==> config.mk <==
export PLATFORM = sky130hd
export DESIGN_NAME = vector_rotator
export DESIGN_NICKNAME = d
export VERILOG_FILES = /design/src/rtl/vector_rotator.sv
export SDC_FILE = /design/constraint.sdc
export NUM_CORES = 2
export LEC_CHECK = 0
export BUFFER_PORTS_ARGS = -buffer_cell sky130_fd_sc_hd__buf_2
export CORE_ASPECT_RATIO = 1.1
export CORE_MARGIN = 2
export CORE_UTILIZATION = 60
export DETAILED_ROUTE_END_ITERATION = 6
export PLACE_DENSITY = 0.8
export REMOVE_ABC_BUFFERS = 1
export SKIP_LAST_GASP = 1
export SYNTH_ARGS = -nofsm -noshare
export SYNTH_HDL_FRONTEND = slang
export SYNTH_SLANG_ARGS = --single-unit
export TNS_END_PERCENT = 50
==> constraint.sdc <==
create_clock -name clk_in -period 6.9 [get_ports clk_in]
set_input_delay 1.38 -clock clk_in [delete_from_list [all_inputs] [get_ports clk_in]]
set_output_delay 1.38 -clock clk_in [all_outputs]
set_load 0.02 [all_outputs]
==> src/rtl/vector_rotator.sv <==
// vector_rotator: rotates a signed 16-bit (x, y) by an integer-degree angle using external cos/sin lookup data.
// Optional build macro VECTOR_ROTATOR_ROUND_EN selects round-half-up instead of truncation before saturation.
module vector_rotator #(
    parameter int LOOKUP_LATENCY = 2
) (
    input  logic        clk_in,
    input  logic        rst_n_in,
    input  logic        valid_in,
    output logic        ready_out,
    input  logic [15:0] x_in,
    input  logic [15:0] y_in,
    input  logic [15:0] angle_in,
    output logic [15:0] angle_out,
    input  logic [15:0] cos_abs_in,
    input  logic [15:0] sin_abs_in,
    input  logic        cos_sign_in,
    input  logic        sin_sign_in,
    output logic        valid_out,
    input  logic        ready_in,
    output logic [15:0] x_out,
    output logic [15:0] y_out
);
    typedef enum logic [2:0] {IDLE, REDUCE, LOOKUP, SUM, DONE} state_t;

    localparam int CW = LOOKUP_LATENCY > 1 ? $clog2(LOOKUP_LATENCY) : 1;
    localparam logic [CW-1:0] CNT_LAST = CW'(LOOKUP_LATENCY - 1);
`ifdef VECTOR_ROTATOR_ROUND_EN
    localparam logic signed [33:0] RND = 34'sd16384;
`else
    localparam logic signed [33:0] RND = 34'sd0;
`endif

    state_t state_q, state_d;
    logic run_q;
    logic [CW-1:0] cnt_q, cnt_d;
    logic [15:0] angle_q, angle_d;
    logic signed [15:0] x_q, x_d, y_q, y_d, xo_q, xo_d, yo_q, yo_d;
    logic signed [32:0] xc_q, ys_q, xs_q, yc_q;
    logic signed [16:0] c_s, s_s;
    logic signed [33:0] sum_x, sum_y;
    logic accept, sample;

    function automatic logic signed [15:0] sat(input logic signed [33:0] v);
        logic signed [33:0] s;
        s = v >>> 15;
        return s > 34'sd32767 ? 16'sh7fff : s < -34'sd32768 ? 16'sh8000 : s[15:0];
    endfunction

    assign ready_out = run_q && state_q == IDLE;
    assign valid_out = state_q == DONE;
    assign accept    = valid_in && ready_out;
    assign sample    = state_q == LOOKUP && cnt_q == CNT_LAST;
    assign angle_out = angle_q;
    assign x_out     = xo_q;
    assign y_out     = yo_q;

    // sign bits are applied exactly as delivered by the lookup
    assign c_s = cos_sign_in ? $signed({1'b0, cos_abs_in}) : -$signed({1'b0, cos_abs_in});
    assign s_s = sin_sign_in ? $signed({1'b0, sin_abs_in}) : -$signed({1'b0, sin_abs_in});

    assign sum_x = 34'(xc_q) - 34'(ys_q) + RND;
    assign sum_y = 34'(xs_q) + 34'(yc_q) + RND;
    assign xo_d  = state_q == SUM ? sat(sum_x) : xo_q;
    assign yo_d  = state_q == SUM ? sat(sum_y) : yo_q;

    always_comb begin
        state_d = state_q;
        cnt_d   = cnt_q;
        angle_d = angle_q;
        x_d     = x_q;
        y_d     = y_q;
        case (state_q)
            IDLE: if (accept) begin
                state_d = REDUCE;
                x_d     = x_in;
                y_d     = y_in;
                angle_d = angle_in;
            end
            REDUCE: if (angle_q >= 16'd360) begin
                angle_d = angle_q - 16'd360;
            end else begin
                cnt_d   = '0;
                state_d = LOOKUP;
            end
            LOOKUP: if (sample) state_d = SUM; else cnt_d = cnt_q + CW'(1);
            SUM:    state_d = DONE;
            DONE:   if (ready_in) state_d = IDLE;
            default: state_d = IDLE;
        endcase
    end

    always_ff @(posedge clk_in or negedge rst_n_in) begin
        if (!rst_n_in) begin
            state_q <= IDLE;
            run_q   <= 1'b0;
            cnt_q   <= '0;
            angle_q <= '0;
            x_q     <= '0;
            y_q     <= '0;
            xo_q    <= '0;
            yo_q    <= '0;
            xc_q    <= '0;
            ys_q    <= '0;
            xs_q    <= '0;
            yc_q    <= '0;
        end else begin
            state_q <= state_d;
            run_q   <= 1'b1;
            cnt_q   <= cnt_d;
            angle_q <= angle_d;
            x_q     <= x_d;
            y_q     <= y_d;
            xo_q    <= xo_d;
            yo_q    <= yo_d;
            if (sample) begin
                xc_q <= 33'(x_q) * 33'(c_s);
                ys_q <= 33'(y_q) * 33'(s_s);
                xs_q <= 33'(x_q) * 33'(s_s);
                yc_q <= 33'(y_q) * 33'(c_s);
            end
        end
    end
endmodule

# Yosys cells after proc, flatten, opt, wreduce, memory -nomap -nowiden
# Cells that the tools add are included.
[totals]
regBits = 217
output_inout_bits = 50
wordCells = 64
[op_classes]
addsub = 6
mul = 4
magnitude_cmp = 5
n_eq_ne = 10
mux = 17
reduce_logical = 10
[ops]
columns = ["op", "n"]
rows = [
  ["16-bit by 17-bit multiplier with 33-bit output", 4],
  ["16-bit two-way mux", 6],
  ["19-bit by 16-bit > comparator with 1-bit output (second input constant)", 2],
  ["19-bit by 16-bit < comparator with 1-bit output (second input constant)", 2],
  ["33-bit by 33-bit adder with 34-bit output", 1],
  ["17-bit two-way mux", 2],
  ["16-bit negation with 17-bit output", 2],
  ["33-bit by 33-bit subtractor with 34-bit output", 1],
  ["16-bit one-hot mux with 2 select lines", 1],
  ["16-bit by 9-bit >= comparator with 1-bit output (second input constant)", 1],
  ["16-bit by 9-bit subtractor with 16-bit output (second input constant)", 1],
  ["3-bit one-hot mux with 5 select lines", 1],
  ["3-bit two-way mux", 4],
  ["2-bit != test (second input constant)", 5],
  ["3-bit by 2-bit == test with 1-bit output (second input constant)", 2],
  ["3-bit AND reduction", 2],
  ["4-bit AND reduction", 1],
  ["2-bit nonzero test", 2],
  ["3-bit by 1-bit == test with 1-bit output (second input constant)", 1],
  ["3-bit == test (second input constant)", 1],
  ["1-bit logical AND", 3],
  ["3-bit zero test", 1],
  ["1-bit two-way mux", 2],
  ["2-bit by 1-bit != test with 1-bit output (second input constant)", 1],
  ["other kinds (3)", 3],
]

# Logic depth before layout (Yosys ltp)
[logic_depth]
ltp_word = 5
depth_mapped = 32
mapped_depth_nobuf = 30

# Worst setup path before layout
# OpenSTA, ideal clock, no wires.
[synth_path]
kind = "input port to flip-flop"
from = "input cos_abs_in[0]"
to = "register yc_q[32]"
setup_time_ns = 0.133
t_arrival_ns = 8.498
slack_ns = -1.731
stages = 29
cell_sequence = "clkbuf_1 > inv_1 > ha_1 > nor3b_1 > nand2_1 > nor3_1 > a21oi_1 > clkbuf_1 > nand2_1 > inv_1 > fa_1 > fa_1 > inv_1 > fa_1 > fa_1 > fa_1 > fa_1 > inv_1 > ha_1 > a21o_1 > a21o_1 > a221o_1 > o21ai_0 > a21oi_1 > o31ai_1 > a21oi_1 > a21oi_1 > xnor2_1 > o21ai_0"
[synth_via]
elab_chain_cells = 3
[synth_rtl]
columns = ["item", "line", "rtl"]
rows = [
  ["from (decl)", "14", "input logic [15:0] cos_abs_in,"],
  ["16-bit negation with 17-bit output", "58", "assign c_s = cos_sign_in ? $signed({1'b0, cos_abs_in}) : -$signed({1'b0, cos_abs_in});"],
  ["17-bit two-way mux *", "58", ""],
  ["16-bit by 17-bit multiplier with 33-bit output *", "119", "yc_q <= 33'(y_q) * 33'(c_s);"],
  ["to (signal assigned)", "119", ""],
  ["to (decl)", "38", "logic signed [32:0] xc_q, ys_q, xs_q, yc_q;"],
]
# Every way passes the cells marked *; elsewhere a longest branch is shown, timed or not.
# A chain may end at the register's enable or synchronous reset.

# Worst setup path after layout
[layout_path]
from = "input sin_abs_in[3]"
to = "register xs_q[22]"
[layout_via]
elab_chain_cells = 3
[layout_rtl]
columns = ["item", "line", "rtl"]
rows = [
  ["from (decl)", "15", "input logic [15:0] sin_abs_in,"],
  ["16-bit negation with 17-bit output", "59", "assign s_s = sin_sign_in ? $signed({1'b0, sin_abs_in}) : -$signed({1'b0, sin_abs_in});"],
  ["17-bit two-way mux *", "59", ""],
  ["16-bit by 17-bit multiplier with 33-bit output *", "118", "xs_q <= 33'(x_q) * 33'(s_s);"],
  ["to (signal assigned)", "118", ""],
  ["to (decl)", "38", ""],
]
# Marks and branches as above.

==> impl_metrics.yaml <==
worst_setup_path:
  cp_common_cell: "fa_1"
  crit_path_top_delay_cell: "fa_1"
  rr_worst_depth: 22
  critPathKind: "in -> reg"
  slowest_delay_ns: 0.57
  r2r-start: "x_q[10]"
  cp.required_ns: 7.38
  critical_path_peak_fanout: 5
  cp-start-kind: "input port"
  r2r-end: "xs_q[29]"
  end_kind: "flip-flop"
  worstPathArrival_ns: 8.57
  rrSetupSlack_ns: 0.16
final_layout:
  multi_input_area_sq_mm: 0.0430
  drive_above_1_share_pct: 21.0
  fillCellCount: 5719
  seqCellArea_sq_mm: 0.00543
  final_core_util_pct: 73.6
  area_delta_synth_final_pct: 21.2
  finalNonFillerCells: 7683
  nets: 8102
floorplan:
  fp.dieH_um: 314
  initial_core_util_pct: 60.7
  boundaryPins: 136
  die_area_sq_mm: 0.0899
  chipWidth_um: 286
  placementRows: 113
  core_sq_mm: 0.0865
synth:
  ys_seq_elements: 217
  synth.distinct_cells: 74
  syn_area_per_cell_sq_um: 9.00
  ys_seq_area_share_pct: 10.3
  synth_edf_count: 0
  ys_top_cells_by_count: "1369 x inv_1, 1104 x fa_1, 795 x nand2_1, 480 x and2_1, 403 x ha_1"
  syn_inst: 5839
  synth_area_leaders: "fa_1 42%, dfrtp_1 10%, inv_1 9.8%"
  async_reset_ff_share_pct: 100
  ys.flop_type: "dfrtp_1"
  synth_top_area_share_pct: 42.1
  synth.cell_area_sq_mm: 0.0525
  ys_warn_count: 0
  synth_most_common_cell: "inv_1"
  yosys.area.top_type: "fa_1"
timing:
  rsz0062_at_grt: "yes"
  timing.fmax_mhz: 124
  worstMarginPinSlew_ns: 1.20
  fin_worst_skew_ns: 0.0398
  finalSetupViolCount: 84
  layout_setup_ws_ns: -1.19
  relSlewSlack_pct: 19.5
  period_needed_ns: 8.09
  slew_violations: 0
  finalHoldViolCount: 0
  fin_crit_sh_pct: 117
grt:
  grt_pass1_wl_um: 250000
  grt_overflow_total: 0
  antenna_found_initial: 6
  grt_max_degree: 130
  grt.total_usage_pct: 35.8
  grt_pass1_vias: 47513
placed_design:
  dp_hpwl_um: 117000
  placed_cells: 7512
  port_buffers: 135
  place_congestion: 0.963
detailed_routing:
  drc: 0
  dr.pass1.iters: 6
  antenna_left: 0
  vias: 43936
  vias_per_cell: 5.72
  routed_wirelength_um: 158000
  wl_per_cell_um: 20.6
  drt_iter0_drc: 3599
hold_path:
  worstHoldEndpoint: "ys_q[12]"
  worstHoldPathCells: 2
  worstHoldPathType: "reg -> reg"
  worstHoldStart: "ys_q[12]"
status:
  status: "finished with violations"
  violations: "setup timing"
cts:
  cts_buffer_depth: 3
  cts_tree: "done"
  cts.sinks: 217
  numCtsBuffers: 30
  path_clk_slew_ns: 0.06
  htree_levels: 1
  clk_root_buffer_cell: "clkbuf_16"
  clkLatencyLatePin_ns: 0.65
run:
  drv_cap: 0
worst max-delay path: cells and delay by family:
| family | cells | cell delay (ns) |
|---|---|---|
| buffers and inverters | 8 | 0.85 |
| XOR/XNOR | 2 | 0.41 |
| adder cells (fa/ha/maj) | 7 | 3.35 |
| AND/OR/NAND/NOR | 8 | 1.24 |
| AO/OA/AOI/OAI | 6 | 1.32 |
registers in the layout, indices dropped and copies added, names as in the netlist:
| signal | cells |
|---|---|
| xc_q | 33 |
| xs_q | 33 |
| yc_q | 33 |
| ys_q | 33 |
| angle_out | 16 |
| x_out | 16 |
| x_q | 16 |
| y_out | 16 |
| y_q | 16 |
| state_q | 3 |
| cnt_q | 1 |
| run_q | 1 |
cells by family (layout without fill, tap and decap cells):
kind of cell / after synthesis / count (layout) / share of synthesized area [%]
buffers and inverters: 1636 / 2325 / 11.7
AND/OR/NAND/NOR: 1599 / 1599 / 14.4
adder cells (fa/ha/maj): 1507 / 1507 / 51.7
AO/OA/AOI/OAI: 641 / 641 / 7.71
flip-flops: 217 / 217 / 10.3
XOR/XNOR: 202 / 202 / 3.37
multiplexers: 36 / 36 / 0.772
other: 1 / 6 / 0.00714
metrics by stage:
step	setup TNS [ns]	setup slack (ns)	cell area, sq um	hold WS (ns)
global placement	-103.22	-1.70	59400	0.452
detailed placement	-112.82	-1.83	59400	0.470
floorplan	-130.46	-2.11	51500	0.439
global route	-74.94	-1.41	63700	0.506
finish	-59.47	-1.19	63700	0.482
CTS	-38.95	-0.897	62800	0.481
final cells by class:
class | count | area share, %
clock buffers | 39 | 1.26
flip-flops and latches | 217 | 8.53
clock inverters | 12 | 0.202
inverters | 1369 | 8.08
well taps | 1150 | 2.26
diodes | 5 | 0.0196
multi-input cells | 3986 | 67.6
repair buffers | 905 | 12.1
worst max path at each step:
stage / from / endpoint / slack [ns] / depth (start not counted)
CTS: sin_abs_in[2] / ys_q[31] / -0.90 / 30
global route: sin_abs_in[3] / xs_q[22] / -1.41 / 31
detailed placement: cos_abs_in[0] / yc_q[32] / -1.83 / 32
global placement: cos_abs_in[0] / yc_q[32] / -1.70 / 32
finish: sin_abs_in[3] / xs_q[22] / -1.19 / 31
floorplan: cos_abs_in[0] / yc_q[32] / -2.11 / 27
repair_timing:
item,4_1_cts,5_1_grt
buffers inserted,94,31
hold buffers,0,0
gates resized for setup,386,182
setup endpoints to repair,82,87
pin swaps,250,208
gates cloned,5,1
layout by cell type, fill, tap and decap left out, drive strengths merged, types with 14 or more instances in the layout:
master	n
clkbuf	40
mux2	36
nand3	35
xnor2	109
fa	1104
o21ai	193
nand4	14
o21bai	28
buf	903
a21oi	173
nor3	37
nor2	149
a31oi	29
and2	480
a21o	68
a211oi	23
inv	1373
nand2b	17
ha	403
xor2	93
o31ai	17
a221o	33
nand2	795
nor2b	18
dfrtp	217
layer usage:
| metal | GRT usage (%) | share of wire [%] | up-vias |
|---|---|---|---|
| li1 | - | - | 18802 |
| met1 | 43.5 | 35 | 22114 |
| met2 | 58.7 | 47 | 2284 |
| met3 | 5.78 | 8.6 | 736 |
| met4 | 25.0 | 9.1 | 0 |
| met5 | 0 | 0 | - |
Power is left out: the tool's default activity adds up to more than one toggle a clock period on the data nets, which glitch-free logic cannot reach.
